File: src/rtl/fb_blit_writer.sv
// fb_blit_writer: drawing engine that turns fill / glyph / clear commands into
// one framebuffer pixel write per clock, in raster order, clipped to the panel.
// A command is taken in IDLE, its extents and start address are resolved in a
// single SETUP cycle, pixels stream out in WRITE, and DONE pulses for one cycle.
module fb_blit_writer #(
    parameter int H_DISP = 480,
    parameter int V_DISP = 272,
    parameter int ADDR_W = 17
) (
    input  logic              sys_clk,
    input  logic              sys_rst_n,
    input  logic              cmd_valid,
    output logic              cmd_ready,
    input  logic [1:0]        cmd_op,
    input  logic [10:0]       cmd_x,
    input  logic [10:0]       cmd_y,
    input  logic [10:0]       cmd_w,
    input  logic [10:0]       cmd_h,
    input  logic [23:0]       cmd_fg,
    input  logic [23:0]       cmd_bg,
    input  logic [127:0]      cmd_glyph,
    input  logic              cmd_transp,
    output logic              busy,
    output logic              done,
    output logic              fb_ena,
    output logic              fb_wea,
    output logic [ADDR_W-1:0] fb_addra,
    output logic [23:0]       fb_dina
);

    localparam logic [10:0]       H_W      = 11'(H_DISP);
    localparam logic [10:0]       V_W      = 11'(V_DISP);
    localparam logic [ADDR_W-1:0] ROW_STEP = ADDR_W'(H_DISP);

    localparam logic [1:0] OP_FILL  = 2'd0;
    localparam logic [1:0] OP_GLYPH = 2'd1;
    localparam logic [1:0] OP_CLEAR = 2'd2;

    typedef enum logic [1:0] {
        ST_IDLE  = 2'd0,
        ST_SETUP = 2'd1,
        ST_WRITE = 2'd2,
        ST_DONE  = 2'd3
    } state_t;

    // Visible extent of a span starting at org with length ext on an axis of
    // size limit; zero when the span starts off-panel.
    function automatic logic [10:0] clip_extent(input logic [10:0] org,
                                                input logic [10:0] ext,
                                                input logic [10:0] limit);
        logic [10:0] room;
        room = limit - org;
        if (org >= limit) begin
            clip_extent = 11'd0;
        end else if (ext < room) begin
            clip_extent = ext;
        end else begin
            clip_extent = room;
        end
    endfunction

    state_t              state_r;
    state_t              state_nx_s;

    // Captured command
    logic [1:0]          op_r;
    logic [10:0]         x_r;
    logic [10:0]         y_r;
    logic [10:0]         w_r;
    logic [10:0]         h_r;
    logic [23:0]         fg_r;
    logic [23:0]         bg_r;
    logic [127:0]        glyph_r;
    logic                transp_r;

    // Resolved geometry and raster cursor
    logic [10:0]         org_x_s;
    logic [10:0]         org_y_s;
    logic [10:0]         ext_w_s;
    logic [10:0]         ext_h_s;
    logic [10:0]         clip_w_s;
    logic [10:0]         clip_h_s;
    logic [ADDR_W-1:0]   start_addr_s;
    logic [10:0]         w_eff_r;
    logic [10:0]         h_eff_r;
    logic [10:0]         col_r;
    logic [10:0]         row_r;
    logic [ADDR_W-1:0]   addr_r;
    logic [ADDR_W-1:0]   base_r;

    // Next pixel selection
    logic                load_s;
    logic [10:0]         nx_col_s;
    logic [10:0]         nx_row_s;
    logic [ADDR_W-1:0]   nx_addr_s;
    logic [ADDR_W-1:0]   nx_base_s;
    logic [6:0]          glyph_idx_s;
    logic                glyph_bit_s;
    logic [23:0]         pix_data_s;
    logic                pix_en_s;

    // Output registers
    logic                fb_ena_r;
    logic                fb_wea_r;
    logic [ADDR_W-1:0]   fb_addra_r;
    logic [23:0]         fb_dina_r;
    logic                busy_r;
    logic                done_r;

    assign cmd_ready = (state_r == ST_IDLE);
    assign busy      = busy_r;
    assign done      = done_r;
    assign fb_ena    = fb_ena_r;
    assign fb_wea    = fb_wea_r;
    assign fb_addra  = fb_addra_r;
    assign fb_dina   = fb_dina_r;

    // Per-op origin and unclipped size, then clipping and the start address.
    always_comb begin
        org_x_s = x_r;
        org_y_s = y_r;
        ext_w_s = w_r;
        ext_h_s = h_r;
        case (op_r)
            OP_FILL: begin
                ext_w_s = w_r;
                ext_h_s = h_r;
            end
            OP_GLYPH: begin
                ext_w_s = 11'd8;
                ext_h_s = 11'd16;
            end
            OP_CLEAR: begin
                org_x_s = 11'd0;
                org_y_s = 11'd0;
                ext_w_s = H_W;
                ext_h_s = V_W;
            end
            default: begin
                ext_w_s = 11'd0;
                ext_h_s = 11'd0;
            end
        endcase
        clip_w_s     = clip_extent(org_x_s, ext_w_s, H_W);
        clip_h_s     = clip_extent(org_y_s, ext_h_s, V_W);
        start_addr_s = ADDR_W'(org_y_s) * ROW_STEP + ADDR_W'(org_x_s);
    end

    // Next-state logic and raster cursor advance (x fastest, rows by +H_DISP).
    always_comb begin
        state_nx_s = state_r;
        load_s     = 1'b0;
        nx_col_s   = col_r;
        nx_row_s   = row_r;
        nx_addr_s  = addr_r;
        nx_base_s  = base_r;
        case (state_r)
            ST_IDLE: begin
                if (cmd_valid) begin
                    state_nx_s = ST_SETUP;
                end else begin
                    state_nx_s = ST_IDLE;
                end
            end
            ST_SETUP: begin
                if ((clip_w_s == 11'd0) || (clip_h_s == 11'd0)) begin
                    state_nx_s = ST_DONE;
                end else begin
                    state_nx_s = ST_WRITE;
                    load_s     = 1'b1;
                    nx_col_s   = 11'd0;
                    nx_row_s   = 11'd0;
                    nx_addr_s  = start_addr_s;
                    nx_base_s  = start_addr_s;
                end
            end
            ST_WRITE: begin
                if (col_r == (w_eff_r - 11'd1)) begin
                    if (row_r == (h_eff_r - 11'd1)) begin
                        state_nx_s = ST_DONE;
                    end else begin
                        state_nx_s = ST_WRITE;
                        load_s     = 1'b1;
                        nx_col_s   = 11'd0;
                        nx_row_s   = row_r + 11'd1;
                        nx_base_s  = base_r + ROW_STEP;
                        nx_addr_s  = base_r + ROW_STEP;
                    end
                end else begin
                    state_nx_s = ST_WRITE;
                    load_s     = 1'b1;
                    nx_col_s   = col_r + 11'd1;
                    nx_addr_s  = addr_r + {{(ADDR_W-1){1'b0}}, 1'b1};
                end
            end
            ST_DONE: begin
                state_nx_s = ST_IDLE;
            end
            default: begin
                state_nx_s = ST_IDLE;
            end
        endcase
    end

    // Colour and write-enable for the pixel about to be presented.
    always_comb begin
        glyph_idx_s = {nx_row_s[3:0], nx_col_s[2:0]};
        glyph_bit_s = glyph_r[7'd127 - glyph_idx_s];
        case (op_r)
            OP_GLYPH: pix_data_s = glyph_bit_s ? fg_r : bg_r;
            OP_CLEAR: pix_data_s = bg_r;
            default:  pix_data_s = fg_r;
        endcase
        if ((op_r == OP_GLYPH) && transp_r && !glyph_bit_s) begin
            pix_en_s = 1'b0;
        end else begin
            pix_en_s = 1'b1;
        end
    end

    // State register.
    always_ff @(posedge sys_clk) begin
        if (!sys_rst_n) begin
            state_r <= ST_IDLE;
        end else begin
            state_r <= state_nx_s;
        end
    end

    // Capture all command fields on the accepting edge.
    always_ff @(posedge sys_clk) begin
        if (!sys_rst_n) begin
            op_r     <= 2'd0;
            x_r      <= 11'd0;
            y_r      <= 11'd0;
            w_r      <= 11'd0;
            h_r      <= 11'd0;
            fg_r     <= 24'd0;
            bg_r     <= 24'd0;
            glyph_r  <= 128'd0;
            transp_r <= 1'b0;
        end else if ((state_r == ST_IDLE) && cmd_valid) begin
            op_r     <= cmd_op;
            x_r      <= cmd_x;
            y_r      <= cmd_y;
            w_r      <= cmd_w;
            h_r      <= cmd_h;
            fg_r     <= cmd_fg;
            bg_r     <= cmd_bg;
            glyph_r  <= cmd_glyph;
            transp_r <= cmd_transp;
        end
    end

    // Clipped extents latched in SETUP; raster cursor follows the next-pixel logic.
    always_ff @(posedge sys_clk) begin
        if (!sys_rst_n) begin
            w_eff_r <= 11'd0;
            h_eff_r <= 11'd0;
            col_r   <= 11'd0;
            row_r   <= 11'd0;
            addr_r  <= '0;
            base_r  <= '0;
        end else begin
            if (state_r == ST_SETUP) begin
                w_eff_r <= clip_w_s;
                h_eff_r <= clip_h_s;
            end
            col_r  <= nx_col_s;
            row_r  <= nx_row_s;
            addr_r <= nx_addr_s;
            base_r <= nx_base_s;
        end
    end

    // Registered framebuffer port and status; address/data hold between writes.
    always_ff @(posedge sys_clk) begin
        if (!sys_rst_n) begin
            fb_ena_r   <= 1'b0;
            fb_wea_r   <= 1'b0;
            fb_addra_r <= '0;
            fb_dina_r  <= 24'd0;
            busy_r     <= 1'b0;
            done_r     <= 1'b0;
        end else begin
            fb_ena_r <= load_s && pix_en_s;
            fb_wea_r <= load_s && pix_en_s;
            if (load_s && pix_en_s) begin
                fb_addra_r <= nx_addr_s;
                fb_dina_r  <= pix_data_s;
            end
            busy_r <= (state_nx_s != ST_IDLE);
            done_r <= (state_nx_s == ST_DONE);
        end
    end

endmodule

File: config.mk
export PLATFORM = sky130hd
export DESIGN_NAME = fb_blit_writer
export DESIGN_NICKNAME = d
export VERILOG_FILES = /design/src/rtl/fb_blit_writer.sv
export SDC_FILE = /design/constraint.sdc
export NUM_CORES = 1
export LEC_CHECK = 0
export CAP_MARGIN = 20
export CELL_PAD_IN_SITES_DETAIL_PLACEMENT = 0
export CELL_PAD_IN_SITES_GLOBAL_PLACEMENT = 1
export CORE_AREA = 2 2 220 222
export CTS_BUF_LIST = sky130_fd_sc_hd__clkbuf_4 sky130_fd_sc_hd__clkbuf_8
export DETAILED_ROUTE_END_ITERATION = 7
export DIE_AREA = 0 0 222 224
export GPL_TIMING_DRIVEN = 0
export PLACE_DENSITY = 0.81
export SYNTH_ARGS = -nofsm -noshare
export SYNTH_HDL_FRONTEND = slang
export SYNTH_SLANG_ARGS = --single-unit
File: constraint.sdc
create_clock -name sys_clk -period 8.52 [get_ports sys_clk]
set_input_delay 1.704 -clock sys_clk [delete_from_list [all_inputs] [get_ports sys_clk]]
set_output_delay 1.704 -clock sys_clk [all_outputs]
set_load 0.05 [all_outputs]
==> results.json <==
{
  "synthArstFlopShare": 0,
  "clkSinkCount": 347,
  "area.growth.synth_to_final_pct": 25.8,
  "root_buffer": "clkbuf_8",
  "post-layout-total-power_mw": 4.92,
  "synthSimpleGateAreaFrac": 0.233,
  "dpl_cell_area_sq_um": 23100,
  "worst_skew_pair.late_latency_ns": 0.70,
  "synthesis.yosys.warnings": 0,
  "place.detailed.instances": 3443,
  "final-max-slew-violation-count": 0,
  "max-cap-violations": 0,
  "final_cell_area_sq_um": 24700,
  "synth-seq-cells": 347,
  "arrival_ns": 8.76,
  "drt-vias-per-instance": 5.65,
  "critical_path.reg2reg.endpoint": "fb_dina[5]",
  "dieArea_sq_um": 49700,
  "number_of_antenna_violations_at_the_first_check_in_global_routing": 4,
  "r2r_start": "op_r[0]",
  "worst_setup_path_startpoint": "op_r[0]",
  "max_freq_mhz": 122,
  "post_route_cells_drive_above_1_share": 0.0962,
  "synth-edff-count": 0,
  "globalRoute.totalOverflow": 0,
  "r2r_setup_slack_ns": 0.30,
  "peakVddDrop_uv": 120,
  "cellPowerDensity_nw_per_um2": 200,
  "wirelength_um": 73600,
  "critical_path_class": "flop to flop",
  "grt_first_pass_wirelength_um": 113000,
  "port-buffer-count": 271,
  "die_w_um": 222,
  "route.detailed.wl_per_inst_um": 20.6,
  "min_path_type": "flop to flop",
  "fraction_of_synthesized_cell_area_in_xor_and_xnor_cells": 0.0304,
  "critical_path_required_ns": 9.06,
  "setup-violations-final": 0,
  "clk_pin_slew_worst_paths_ns": 0.06,
  "numCtsBuffers": 60,
  "switching_component_of_the_power_mw": 1.71,
  "syn_avg_cell_area_sq_um": 7.66,
  "number_of_vias_in_the_routed_layout": 20100,
  "yosys.cell_count.top_type": "nand2_1",
  "floorplan.initialDensity": 0.414,
  "leakage_nw": 9.28,
  "synth_seq_area_share": 0.354,
  "worst_pin_slew_ns": 1.11,
  "num_rows": 80,
  "holdCritStartpoint": "glyph_r[74]",
  "synth_compound_area_frac": 0.256,
  "crit_path_max_incr_delay_ns": 0.47,
  "timing.final.crit_period_ns": 8.22,
  "cts-root-to-sink-buffers": 3,
  "synthesis.area_sq_um": 19600,
  "crit_path_start_kind": "flop",
  "proportion_of_synthesized_area_in_mux_cells": 0.0159,
  "syn-instance-count": 2557,
  "drt_iter0_drc": 1669,
  "pin_count": 272,
  "die_h_um": 224,
  "min_to": "glyph_r[74]",
  "synth_top_cells_by_area": "dfxtp_1, nand2_1, a21oi_1",
  "grt_start_max_net_pins": 17,
  "critPathSlowestCell": "a221o_2",
  "core_region_area_sq_um": 47300,
  "largest_family_of_logic_cells_by_synthesized_area": "compound AO/OA/AOI/OAI gates",
  "synth_top_cells_by_count": "nand2_1, a21oi_1, dfxtp_1",
  "headroom_to_the_max_slew_limit": 0.252,
  "finalHoldViolations": 0,
  "switching_share": 0.347,
  "cts-htree-levels": 2,
  "syn-num-nets": 2857,
  "seq_power_share": 0.375,
  "path_common_cell": "clkbuf_4",
  "num-nets-final": 3203,
  "drc_errors": 0,
  "synth_top_area_share": 0.354,
  "share_comb_of_total_power": 0.283,
  "critPathMaxFanout": 10,
  "post-route-period-util": 0.965,
  "run_status": "finished, final reports clean",
  "tritoncts": "built",
  "power.share.clock": 0.343,
  "routabilityCongestion": 0.953,
  "dp_hpwl_um": 57000,
  "intPower_mw": 3.22,
  "yosys.cell_types.count": 116,
  "skew_ns": 0.0431,
  "grt_usage": 0.289,
  "synth_ff_type": "dfxtp_1",
  "post-synth-top-area-cell": "dfxtp_1",
  "tns_setup_ns": 0,
  "cp-end-kind": "flop",
  "first_global_vias": 19700,
  "finish.cell_count_without_fillers": 3569,
  "drt_pre_antenna_iters": 6,
  "rr_worst_depth": 33,
  "hold_path_depth": 2,
  "adder_cell_share_of_the_synthesized_area": 0.0535,
  "ant_nets": 0
}
[per-stage QoR]
step                 util  setup WS (ns)  hold slack [ns]
CTS                 0.519         0.0440            0.452
floorplan               -           1.54            0.429
finish              0.521          0.295            0.451
detailed placement  0.488          -1.31            0.443
global route        0.521        -0.0131            0.467
global placement    0.488          -1.35            0.439
[worst max-delay path: cells and delay by family (launching register included)]
family,cells,cell delay (ns)
buffers and inverters,11,2.35
AOI/OAI and AO/OA,9,2.26
and+or+nand+nor,9,1.82
adders and majority gates,3,0.82
muxes,1,0.43
DFF,1,0.37
[layer usage]
metal | up-vias | share of wire | track usage | wire (um)
met4 | 0 | 0.037 | 0.116 | 2750
li1 | 9654 | - | - | -
met5 | - | 0 | 0 | 0
met1 | 9645 | 0.45 | 0.397 | 33500
met3 | 142 | 0.065 | 0.0401 | 4770
met2 | 707 | 0.44 | 0.460 | 32700
[placed cells by master (no fill, tap or decap), types with 20 or more instances in the layout]
| master | netlist | layout |
|---|---|---|
| nand2_1 | 557 | 557 |
| a21oi_1 | 404 | 403 |
| dfxtp_1 | 347 | 345 |
| clkdlybuf4s50_1 | 0 | 271 |
| nor2_1 | 152 | 152 |
| clkbuf_1 | 138 | 131 |
| clkbuf_8 | 0 | 84 |
| o21ai_0 | 82 | 82 |
| inv_1 | 66 | 66 |
| ha_1 | 59 | 58 |
| nand3_1 | 57 | 57 |
| xnor2_1 | 48 | 47 |
| nor3_1 | 46 | 45 |
| a211oi_2 | 43 | 41 |
| and2_1 | 39 | 39 |
| o211ai_1 | 37 | 37 |
| a31oi_1 | 35 | 35 |
| and3_1 | 34 | 34 |
| a211oi_1 | 34 | 34 |
| buf_2 | 27 | 26 |
| clkbuf_4 | 0 | 23 |
| a21o_1 | 21 | 21 |
| xor2_1 | 20 | 20 |
[cells by family (layout without fill, tap and decap cells)]
family | after synthesis | in the layout
and+or+nand+nor | 1001 | 1001
AOI/OAI and AO/OA | 778 | 778
DFF | 347 | 347
buffers and inverters | 261 | 655
adders and majority gates | 75 | 75
xor gates and xnor gates | 68 | 68
muxes | 27 | 27
other | 0 | 3
[layout make-up]
| cell class | count | area (sq um) |
|---|---|---|
| sequential | 347 | 6950 |
| buffer | 189 | 861 |
| clock buffer | 102 | 1290 |
| antenna | 3 | 7.51 |
| tap | 615 | 769 |
| inverter | 71 | 267 |
| timing repair buffer | 285 | 2830 |
| fill | 4673 | 22700 |
| multi-input combinational | 1949 | 11600 |
| clock inverter | 8 | 55.1 |
[state kept, by name (all words and copies together), names as in the netlist, 17 cells and up]
register  cells
addr_r       17
fg_r         24
glyph_r     128
fb_dina      24
base_r       17
fb_addra     17
bg_r         24
[how the worst max path moves through the flow]
stage | to | slack (ns) | cells after the start
floorplan | fb_addra[9] | 1.54 | 33
global placement | fb_dina[13] | -1.35 | 32
detailed placement | fb_dina[11] | -1.31 | 32
CTS | fb_dina[5] | 0.04 | 30
global route | fb_addra[11] | -0.01 | 33
finish | fb_dina[5] | 0.30 | 33
[power groups by stage]
stage	sequential (mW)	clock [mW]	combinational [mW]
final	1.84	1.69	1.39
after global routing	1.86	1.78	1.51
after CTS	1.84	1.71	1.36
after detailed placement	1.88	0	1.34
after global placement	1.87	0	1.33
after floorplan	1.91	0	0.817
[timing repair]
item                                    in CTS  in global routing
buffers inserted                             8                  4
resized for setup                           16                 14
pin swaps                                    3                  3
hold buffers                                 0                  0
endpoints found under the setup margin      43                 42
No activity file was read; power rests on OpenSTA's default activity.
